===== src/rtl/dff_bank_write_arbiter_if.sv =====
// dff_bank_write_arbiter_if: request/write bus between requesters and the register-bank write arbiter
interface dff_bank_write_arbiter_if #(
    parameter int N_REQ    = 4,
    parameter int NUM_REGS = 6,
    parameter int ADDR_W   = 3,
    parameter int WIDTH    = 8
) ();
    localparam int PTR_W = $clog2(N_REQ);
    logic [N_REQ-1:0]        req;
    logic [N_REQ*ADDR_W-1:0] req_addr;
    logic [N_REQ*WIDTH-1:0]  req_data;
    logic [N_REQ-1:0]        ack;
    logic [N_REQ-1:0]        err;
    logic [NUM_REGS-1:0]     wr_en;
    logic [WIDTH-1:0]        wr_data;
    logic [PTR_W-1:0]        grant_id;
    logic                    busy;
    modport master (output req, req_addr, req_data,
                    input  ack, err, wr_en, wr_data, grant_id, busy);
    modport slave  (input  req, req_addr, req_data,
                    output ack, err, wr_en, wr_data, grant_id, busy);
endinterface


===== src/rtl/dff_bank_write_arbiter.sv =====
// dff_bank_write_arbiter: round-robin arbiter issuing one registered write per cycle to a DFF register bank
module dff_bank_write_arbiter #(
    parameter int N_REQ    = 4,
    parameter int NUM_REGS = 6,
    parameter int ADDR_W   = 3,
    parameter int WIDTH    = 8
) (
    input logic                    clk,
    input logic                    rst,
    dff_bank_write_arbiter_if.slave arb_if
);
    localparam int PTR_W = $clog2(N_REQ);
    logic [N_REQ-1:0]    ack_q, ack_d, err_q, err_d, elig;
    logic [NUM_REGS-1:0] wr_en_q, wr_en_d;
    logic [WIDTH-1:0]    wr_data_q, wr_data_d;
    logic [PTR_W-1:0]    grant_id_q, grant_id_d, rr_ptr_q, rr_ptr_d, win;
    logic                busy_q, busy_d, found, legal;
    logic [ADDR_W-1:0]   win_addr;
    int                  idx;
    // Pick the first eligible requester from rr_ptr onward; the one just served is masked for a cycle
    always_comb begin
        elig  = arb_if.req & ~(ack_q | err_q);
        found = 1'b0;
        win   = '0;
        idx   = 0;
        for (int k = 0; k < N_REQ; k++) begin
            idx = int'(rr_ptr_q) + k;
            idx = (idx >= N_REQ) ? idx - N_REQ : idx;
            if (!found && elig[idx]) begin
                found = 1'b1;
                win   = PTR_W'(idx);
            end
        end
        win_addr   = arb_if.req_addr[win*ADDR_W +: ADDR_W];
        legal      = int'(win_addr) < NUM_REGS;
        ack_d      = (found && legal)  ? N_REQ'(1) << win : '0;
        err_d      = (found && !legal) ? N_REQ'(1) << win : '0;
        wr_en_d    = (found && legal)  ? NUM_REGS'(1) << win_addr : '0;
        wr_data_d  = (found && legal)  ? arb_if.req_data[win*WIDTH +: WIDTH] : wr_data_q;
        grant_id_d = found ? win : grant_id_q;
        busy_d     = found;
        rr_ptr_d   = found ? ((win == PTR_W'(N_REQ - 1)) ? '0 : win + PTR_W'(1)) : rr_ptr_q;
    end
    // Register all outputs and the round-robin pointer; reset discards any grant sampled on that edge
    always_ff @(posedge clk) begin
        if (rst) begin
            ack_q      <= '0;
            err_q      <= '0;
            wr_en_q    <= '0;
            wr_data_q  <= '0;
            grant_id_q <= '0;
            busy_q     <= 1'b0;
            rr_ptr_q   <= '0;
        end else begin
            ack_q      <= ack_d;
            err_q      <= err_d;
            wr_en_q    <= wr_en_d;
            wr_data_q  <= wr_data_d;
            grant_id_q <= grant_id_d;
            busy_q     <= busy_d;
            rr_ptr_q   <= rr_ptr_d;
        end
    end
    assign arb_if.ack      = ack_q;
    assign arb_if.err      = err_q;
    assign arb_if.wr_en    = wr_en_q;
    assign arb_if.wr_data  = wr_data_q;
    assign arb_if.grant_id = grant_id_q;
    assign arb_if.busy     = busy_q;
endmodule


===== src/flat_wrapper.sv =====
// flat-port wrapper written by rule: the top's interface ports become plain ports
module dff_bank_write_arbiter_flat 
#(
    parameter int N_REQ    = 4,
    parameter int NUM_REGS = 6,
    parameter int ADDR_W   = 3,
    parameter int WIDTH    = 8
)
  (clk, rst, arb_if_req, arb_if_req_addr, arb_if_req_data, arb_if_ack, arb_if_err, arb_if_wr_en, arb_if_wr_data, arb_if_grant_id, arb_if_busy);
  dff_bank_write_arbiter_if #(.N_REQ(N_REQ), .NUM_REGS(NUM_REGS), .ADDR_W(ADDR_W), .WIDTH(WIDTH)) arb_if_i ();
  input logic clk;
  input logic rst;
  input wire logic [$bits(arb_if_i.req)-1:0] arb_if_req;
  input wire logic [$bits(arb_if_i.req_addr)-1:0] arb_if_req_addr;
  input wire logic [$bits(arb_if_i.req_data)-1:0] arb_if_req_data;
  output wire logic [$bits(arb_if_i.ack)-1:0] arb_if_ack;
  output wire logic [$bits(arb_if_i.err)-1:0] arb_if_err;
  output wire logic [$bits(arb_if_i.wr_en)-1:0] arb_if_wr_en;
  output wire logic [$bits(arb_if_i.wr_data)-1:0] arb_if_wr_data;
  output wire logic [$bits(arb_if_i.grant_id)-1:0] arb_if_grant_id;
  output wire logic [$bits(arb_if_i.busy)-1:0] arb_if_busy;
  assign arb_if_i.req = arb_if_req;
  assign arb_if_i.req_addr = arb_if_req_addr;
  assign arb_if_i.req_data = arb_if_req_data;
  assign arb_if_ack = arb_if_i.ack;
  assign arb_if_err = arb_if_i.err;
  assign arb_if_wr_en = arb_if_i.wr_en;
  assign arb_if_wr_data = arb_if_i.wr_data;
  assign arb_if_grant_id = arb_if_i.grant_id;
  assign arb_if_busy = arb_if_i.busy;
  dff_bank_write_arbiter #(.N_REQ(N_REQ), .NUM_REGS(NUM_REGS), .ADDR_W(ADDR_W), .WIDTH(WIDTH)) u_core (.clk(clk), .rst(rst), .arb_if(arb_if_i));
endmodule

===== config.mk =====
export PLATFORM = sky130hd
export DESIGN_NAME = dff_bank_write_arbiter_flat
export DESIGN_NICKNAME = d
export VERILOG_FILES = /design/src/rtl/dff_bank_write_arbiter_if.sv /design/src/rtl/dff_bank_write_arbiter.sv /design/src/flat_wrapper.sv
export SDC_FILE = /design/constraint.sdc
export NUM_CORES = 1
export LEC_CHECK = 0
export BUFFER_PORTS_ARGS = -buffer_cell sky130_fd_sc_hd__buf_2
export CAP_MARGIN = 20
export CORE_UTILIZATION = 47
export CTS_BUF_LIST = sky130_fd_sc_hd__clkbuf_4
export CTS_CLUSTER_SIZE = 24
export DETAILED_ROUTE_END_ITERATION = 7
export GPL_ROUTABILITY_DRIVEN = 0
export HOLD_SLACK_MARGIN = 0.12
export PLACE_DENSITY = 0.92
export SLEW_MARGIN = 20
export SYNTH_ARGS = -nofsm -noshare
export SYNTH_HDL_FRONTEND = slang
export SYNTH_SLANG_ARGS = --single-unit

===== constraint.sdc =====
create_clock -name clk -period 2.9 [get_ports clk]
set_input_delay 0.29 -clock clk [delete_from_list [all_inputs] [get_ports clk]]
set_output_delay 0.29 -clock clk [all_outputs]
set_load 0.01 [all_outputs]

==> qor.yml, run 1 <==
power_and_ir_drop:
  p_per_area_mw_per_mm2: 1050
  p_leak_uw: 0.000931
  ir_worst_vdd_mv: 0.403
place:
  io_buffers: 74
  placed_cells: 266
  place_ws_ns: 0.376
  hpwl_microns: 2600
synth:
  synth_mux_area_share_pct: 10.1
  synth_top_family_by_area: "compound AO/OA/AOI/OAI gates"
  synth.distinct_cells: 45
  synth-async-reset-ratio_pct: 0
  synth_flop_cell: "dfxtp_1"
  synth-seq-cells: 27
  synth-simple-area-share_pct: 20.7
  synth_edf_count: 0
  synth.area.top_cells: "dfxtp_1, mux2i_1, o32ai_2, a221o_1, nor2_1"
  synthCells: 156
  synth_compound_area_share_pct: 24.0
  syn_area_sq_mm: 0.00153
  ys_seq_area_share_pct: 35.4
  yosys.area.top_type_share_pct: 35.4
  synth.avg_cell_area_sq_um: 9.78
  synth_adder_area_share_pct: 3.28
  yosys_warnings: 0
  synth_xor_area_share_pct: 0
  synth_fp_nets: 210
  synth.largest_area_cell: "dfxtp_1"
timing:
  grt_setup_unrepaired: "false"
  hold_violations: 0
  fin_crit_ns: 2.48
  tightest_slew_ns: 0.493
  drv_slew: 0
  slew_headroom_pct: 67.0
  finClkSkew_ns: 0.0118
  fin_crit_sh_pct: 85.5
  setup_viol: 0
  whs_ns: 0.338
  final.setup.tns_ns: 0
  setup_slack_ns: 0.421
  max_freq_mhz: 403
routing:
  post_drt_wl_per_cell_microns: 12.4
  drt-vias-per-instance: 5.29
  remaining_drc_errors: 0
  dr.pass1.iters: 4
  dr.first_iter.drc_count: 44
  final_antenna_net_count: 0
  dr_total_vias: 1428
  totalWireLength_microns: 3340
clock_network:
  cts_buffers: 3
  clock_latency_ns: 0.32
  cts-htree-levels: 1
  post-cts-setup-buffers: 0
  cts_tree: "done"
  cts_resized: 0
  root_buffer: "clkbuf_4"
  cts_sinks: 27
  cts.reportedPaths.clkPinSlew_ns: 0.15
  hold_buffers: 0
  clock_path_buffers: 2
global_route:
  antenna_found_initial: 0
  grt-ovfl-total: 0
  grt_pass1_wl_microns: 5400
  grt_use_total_pct: 20.4
  grt_pass1_vias: 1340
  grt_max_degree: 22
die:
  die-width_microns: 59.0
  die_y_microns: 59.0
  io_pins: 75
  num_rows: 20
  dieArea_sq_mm: 0.00348
  core_area_sq_mm: 0.00308
  initial_utilization_pct: 49.6
cells_and_area:
  stdcell_count: 270
  layout.nets: 281
  fillers: 279
  final_common_cell: "buf_2"
  insertedDiodeCount: 0
  area_growth_pct: 25.5
  layout_common_cells: "buf_2, dfxtp_1, nor2_1"
  layout-drive-gt1-share_pct: 45.1
setup_path:
  slowest_delay_ns: 0.41
  cpMostUsedCell: "buf_4"
  r2r-end: "u_core.arb_if.wr_data[6]"
  cp.required_ns: 3.10
  slowest_stage: "or3b_4"
  endpoint_kind: "flip-flop"
  path_max_fanout: 13
  setup.worst_path.end: "u_core.arb_if.wr_data[6]"
  crit_arrival_ns: 2.68
  reg2reg_depth: 9
  crit_path_cell_trace: "or3b_4 -> or3_4 -> nand3_4 -> buf_4 -> nand2_1 -> a22o_2 -> nor2_2 -> buf_4 -> o32ai_2"
  startpoint: "u_core.arb_if.err[2]"
  critical_path_class: "reg -> reg"
  r2r-start: "u_core.arb_if.err[2]"
  r2r_setup_slack_ns: 0.42
  start_kind: "flip-flop"
hold_path:
  hp-class: "in -> reg"
run:
  maxCapViolations: 0
status:
  status: "finished clean"
[flip-flops by register name, summed over array words and instances (netlist names)]
signal and flops:
u_core.arb_if.busy 1, u_core.arb_if.wr_en 6, u_core.arb_if.ack 4, u_core.arb_if.grant_id 2, u_core.rr_ptr_q 2, u_core.arb_if.err 4
u_core.arb_if.wr_data 8
[worst max-delay path: cells and delay by family (launching register included)]
kind / cells / cell delay (ns)
AND/OR/NAND/NOR: 5 / 1.18
buffers and inverters: 2 / 0.46
AO/OA/AOI/OAI: 2 / 0.37
flip-flops: 1 / 0.35
[routing by layer]
metal	up-vias	wire length, microns	track usage [%]
met5	-	0	0
met4	0	55	7.48
met3	6	182	3.30
met2	49	1660	38.6
met1	662	1440	22.6
li1	711	-	-
[logic make-up (layout without fill, tap and decap cells)]
logic type / Yosys count / in the layout
muxes: 14 / 14
and+or+nand+nor: 57 / 57
adders and majority gates: 4 / 4
AOI/OAI and AO/OA: 40 / 40
DFF: 27 / 27
buffers and inverters: 14 / 84
[power by group]
| group | internal [uW] | switching [uW] | total [uW] |
|---|---|---|---|
| combinational | 580 | 720 | 1300 |
| clock | 51.7 | 107 | 159 |
| sequential | 488 | 62.4 | 550 |
[metrics by stage]
| stage | util, % | instance area, sq um | total power (uW) |
|---|---|---|---|
| 2_1_floorplan | - | 1530 | 1650 |
| 3_3_place_gp | 61.3 | 1890 | 1830 |
| 3_5_place_dp | 61.3 | 1890 | 1860 |
| 4_1_cts | 62.2 | 1910 | 2010 |
| 5_1_grt | 62.2 | 1910 | 2160 |
| 6_report | 62.2 | 1910 | 2010 |
[how the worst min path moves through the flow]
stage | start | slack [ns] | end | cells past startpoint
final | arb_if_req_data[3] | 0.34 | u_core.arb_if.wr_data[3] | 4
after global routing | arb_if_req_data[3] | 0.34 | u_core.arb_if.wr_data[3] | 4
after detailed placement | u_core.arb_if.grant_id[0] | 0.48 | u_core.arb_if.grant_id[0] | 2
after CTS | arb_if_req_data[4] | 0.34 | u_core.arb_if.wr_data[4] | 4
after global placement | u_core.arb_if.grant_id[0] | 0.47 | u_core.arb_if.grant_id[0] | 2
after floorplan | rst | 0.44 | u_core.arb_if.busy | 1
[layout make-up]
| cell class | instances | area (sq um) | area share [%] |
|---|---|---|---|
| Timing Repair Buffer | 77 | 393 | 20.5 |
| Inverter | 3 | 13.8 | 0.719 |
| Sequential cell | 27 | 541 | 28.2 |
| Clock inverter | 1 | 5.00 | 0.261 |
| Clock buffer | 3 | 22.5 | 1.18 |
| Multi-Input combinational cell | 115 | 885 | 46.2 |
| Tap cell | 44 | 55.1 | 2.88 |
[cells in the mapped netlist (2+ instances only)]
cell type and number:
nand3_1 2, a21oi_1 12, buf_2 4, a221o_1 8, mux2i_1 12, nand2b_1 8, dfxtp_1 27, inv_1 2
clkbuf_1 3, nand2_1 15, buf_12 2, o21ai_1 2, nor2_1 18, o32ai_2 6, o32ai_1 2, ha_1 4
No activity file was read; power rests on OpenSTA's default activity.
==> inputs of run 2 (changes only) <==
- ABC_AREA: not set -> 1
- CORE_UTILIZATION: 47 -> 49
- CTS_BUF_LIST: sky130_fd_sc_hd__clkbuf_4 -> sky130_fd_sc_hd__clkbuf_16
- PLACE_DENSITY: 0.92 -> 0.91
==> run 2 against run 1 <==
Clock skew down 0.0099 ns. Fmax up 0.39%. Hold slack worse by 0.081 ns. Sequential share of layout area down 5.1 points. Global-route usage up 0.98 points. Clock-buffer cell count unchanged.
==> qor.yml, run 2 <==
status:
  status: "finished clean"
synth:
  synth-async-reset-ratio_pct: 0
  synth_adder_area_share_pct: 2.67
  synth_fp_nets: 347
  synth-simple-area-share_pct: 46.3
  yosys.area.top_type_share_pct: 28.8
  synth_top_family_by_area: "simple AND/OR/NAND/NOR gates"
  synth_mux_area_share_pct: 0
  synth_edf_count: 0
  synth.avg_cell_area_sq_um: 6.40
  synth_flop_cell: "dfxtp_1"
  syn_area_sq_mm: 0.00187
  synth_compound_area_share_pct: 5.87
  yosys_warnings: 0
  synth_common_cells: "nand2_1, inv_1, nand3_1, nor2_1, dfxtp_1"
  synth.area.top_cells: "dfxtp_1, nand2_1, nand3_1, inv_1, nor2_1"
  synth.largest_area_cell: "dfxtp_1"
  synth-seq-cells: 27
  synth.distinct_cells: 27
  post-synth-top-count-cell: "nand2_1"
  synth_xor_area_share_pct: 0
  synthCells: 293
  ys_seq_area_share_pct: 28.8
clock_network:
  cts_resized: 0
  cts_sinks: 27
  cts-htree-levels: 1
  cts.reportedPaths.clkPinSlew_ns: 0.06
  hold_buffers: 0
  cts_tree: "done"
  cts_buffers: 3
  clock_latency_ns: 0.26
  root_buffer: "clkbuf_16"
  post-cts-setup-buffers: 0
  clock_path_buffers: 2
global_route:
  grt_pass1_vias: 1799
  grt-ovfl-total: 0
  antenna_found_initial: 0
  grtUsageMet1_pct: 23.2
  grt_pass1_wl_microns: 7050
  grt_use_met3_pct: 4.29
  grt_use_total_pct: 21.4
  gr-usage-met2_pct: 41.8
  top_usage_layer: "met2"
  grt_max_degree: 20
die:
  initial_utilization_pct: 51.2
  die-width_microns: 63.8
  dieArea_sq_mm: 0.00408
  io_pins: 75
  num_rows: 22
  die_y_microns: 63.8
  core_area_sq_mm: 0.00366
timing:
  tightest_slew_ns: 0.435
  whs_ns: 0.257
  fin_crit_sh_pct: 85.2
  slew_headroom_pct: 70.9
  hold_violations: 0
  max_freq_mhz: 405
  finClkSkew_ns: 0.00190
  grt_setup_unrepaired: "false"
  drv_slew: 0
  setup_viol: 0
  fin_crit_ns: 2.47
  setup_slack_ns: 0.431
  final.setup.tns_ns: 0
place:
  place_ws_ns: 0.465
  io_buffers: 74
  hpwl_microns: 3350
routing:
  remaining_drc_errors: 0
  dr.first_iter.drc_count: 45
  drt-vias-per-instance: 4.67
  dr_total_vias: 1930
  post_drt_wl_per_cell_microns: 9.91
  totalWireLength_microns: 4090
  final_antenna_net_count: 0
  dr.pass1.iters: 4
setup_path:
  start_kind: "flip-flop"
  critical_path_class: "reg -> reg"
  endpoint_kind: "flip-flop"
  cp.required_ns: 3.06
  path_max_fanout: 17
  crit_arrival_ns: 2.63
cells_and_area:
  layout.nets: 420
  layout-drive-gt1-share_pct: 33.4
  final_common_cell: "nand2_1"
  largest_reg_flops: 8
  fillers: 342
  insertedDiodeCount: 0
  layout_common_cells: "nand2_1, buf_2, inv_1"
  area_growth_pct: 24.6
run:
  maxCapViolations: 0
hold_path:
  hp-class: "in -> reg"
[run 2: changes by cell type after synthesis, moves of 8 or more]
cell / before / now
a21oi_1: 12 / 4
a221o_1: 8 / 0
nand2b_1: 8 / 0
inv_1: 2 / 51
nand2_2: 0 / 9
mux2i_1: 12 / 0
nand3_1: 2 / 41
nand2_1: 15 / 76
nor2_1: 18 / 32
[run 2: worst paths after layout]
kind | from | end | slack [ns] | cells after the start
worst max-delay path | u_core.rr_ptr_q[0] | u_core.arb_if.wr_data[5] | 0.43 | 15
worst max register to register | u_core.rr_ptr_q[0] | u_core.arb_if.wr_data[5] | 0.43 | 15
worst min register to register | u_core.arb_if.grant_id[0] | u_core.arb_if.grant_id[0] | 0.49 | 2
worst min-delay path | rst | u_core.arb_if.grant_id[0] | 0.26 | 2
[run 2: per-layer routing]
layer / routed length, microns / share of wire (%) / vias up
met5: 0 / 0 / -
met4: 0 / 0 / 0
met3: 221 / 5.4 / 0
met2: 2110 / 52 / 64
met1: 1760 / 43 / 838
li1: - / - / 1028
[run 2: cell type report]
class	instances	area, sq um	share of cell area, %
Clock buffer	3	75.1	3.21
Clock inverter	1	7.51	0.321
Inverter	60	233	9.96
Multi-Input combinational cell	197	1030	44.0
Sequential cell	27	541	23.1
Tap cell	48	60.1	2.57
Timing Repair Buffer	77	393	16.8
[run 2: worst max-delay path, stage by stage, from the launching register on]
cell and delay [ns]:
dfxtp_1 0.58, nand3_1 0.21, nand3_1 0.13, nand2_2 0.12, nand2_4 0.11, nor2_8 0.04, nand3_4 0.07, nand3_2 0.26
nand2_1 0.14, nand3_1 0.09, nand2_2 0.10, inv_2 0.06, nand2_4 0.19, nand3_1 0.12, nand2_1 0.09, nor2_1 0.04
[run 2: stage by stage]
step | cells | cell area, sq um | utilization, %
final | 413 | 2340 | 63.8
after global routing | 413 | 2340 | 63.8
after CTS | 413 | 2340 | 63.8
after detailed placement | 409 | 2250 | 61.6
after global placement | 409 | 2250 | 61.6
after floorplan | 293 | 1870 | -
[run 2: cell families after synthesis]
group	Yosys count
buf+inv	69
simple gates	177
fa+ha+maj	4
flops	27
compound gates	16
Power of run 2 is left out: the tool's default activity adds up to more than one toggle a clock period on the data nets, which glitch-free logic cannot reach.
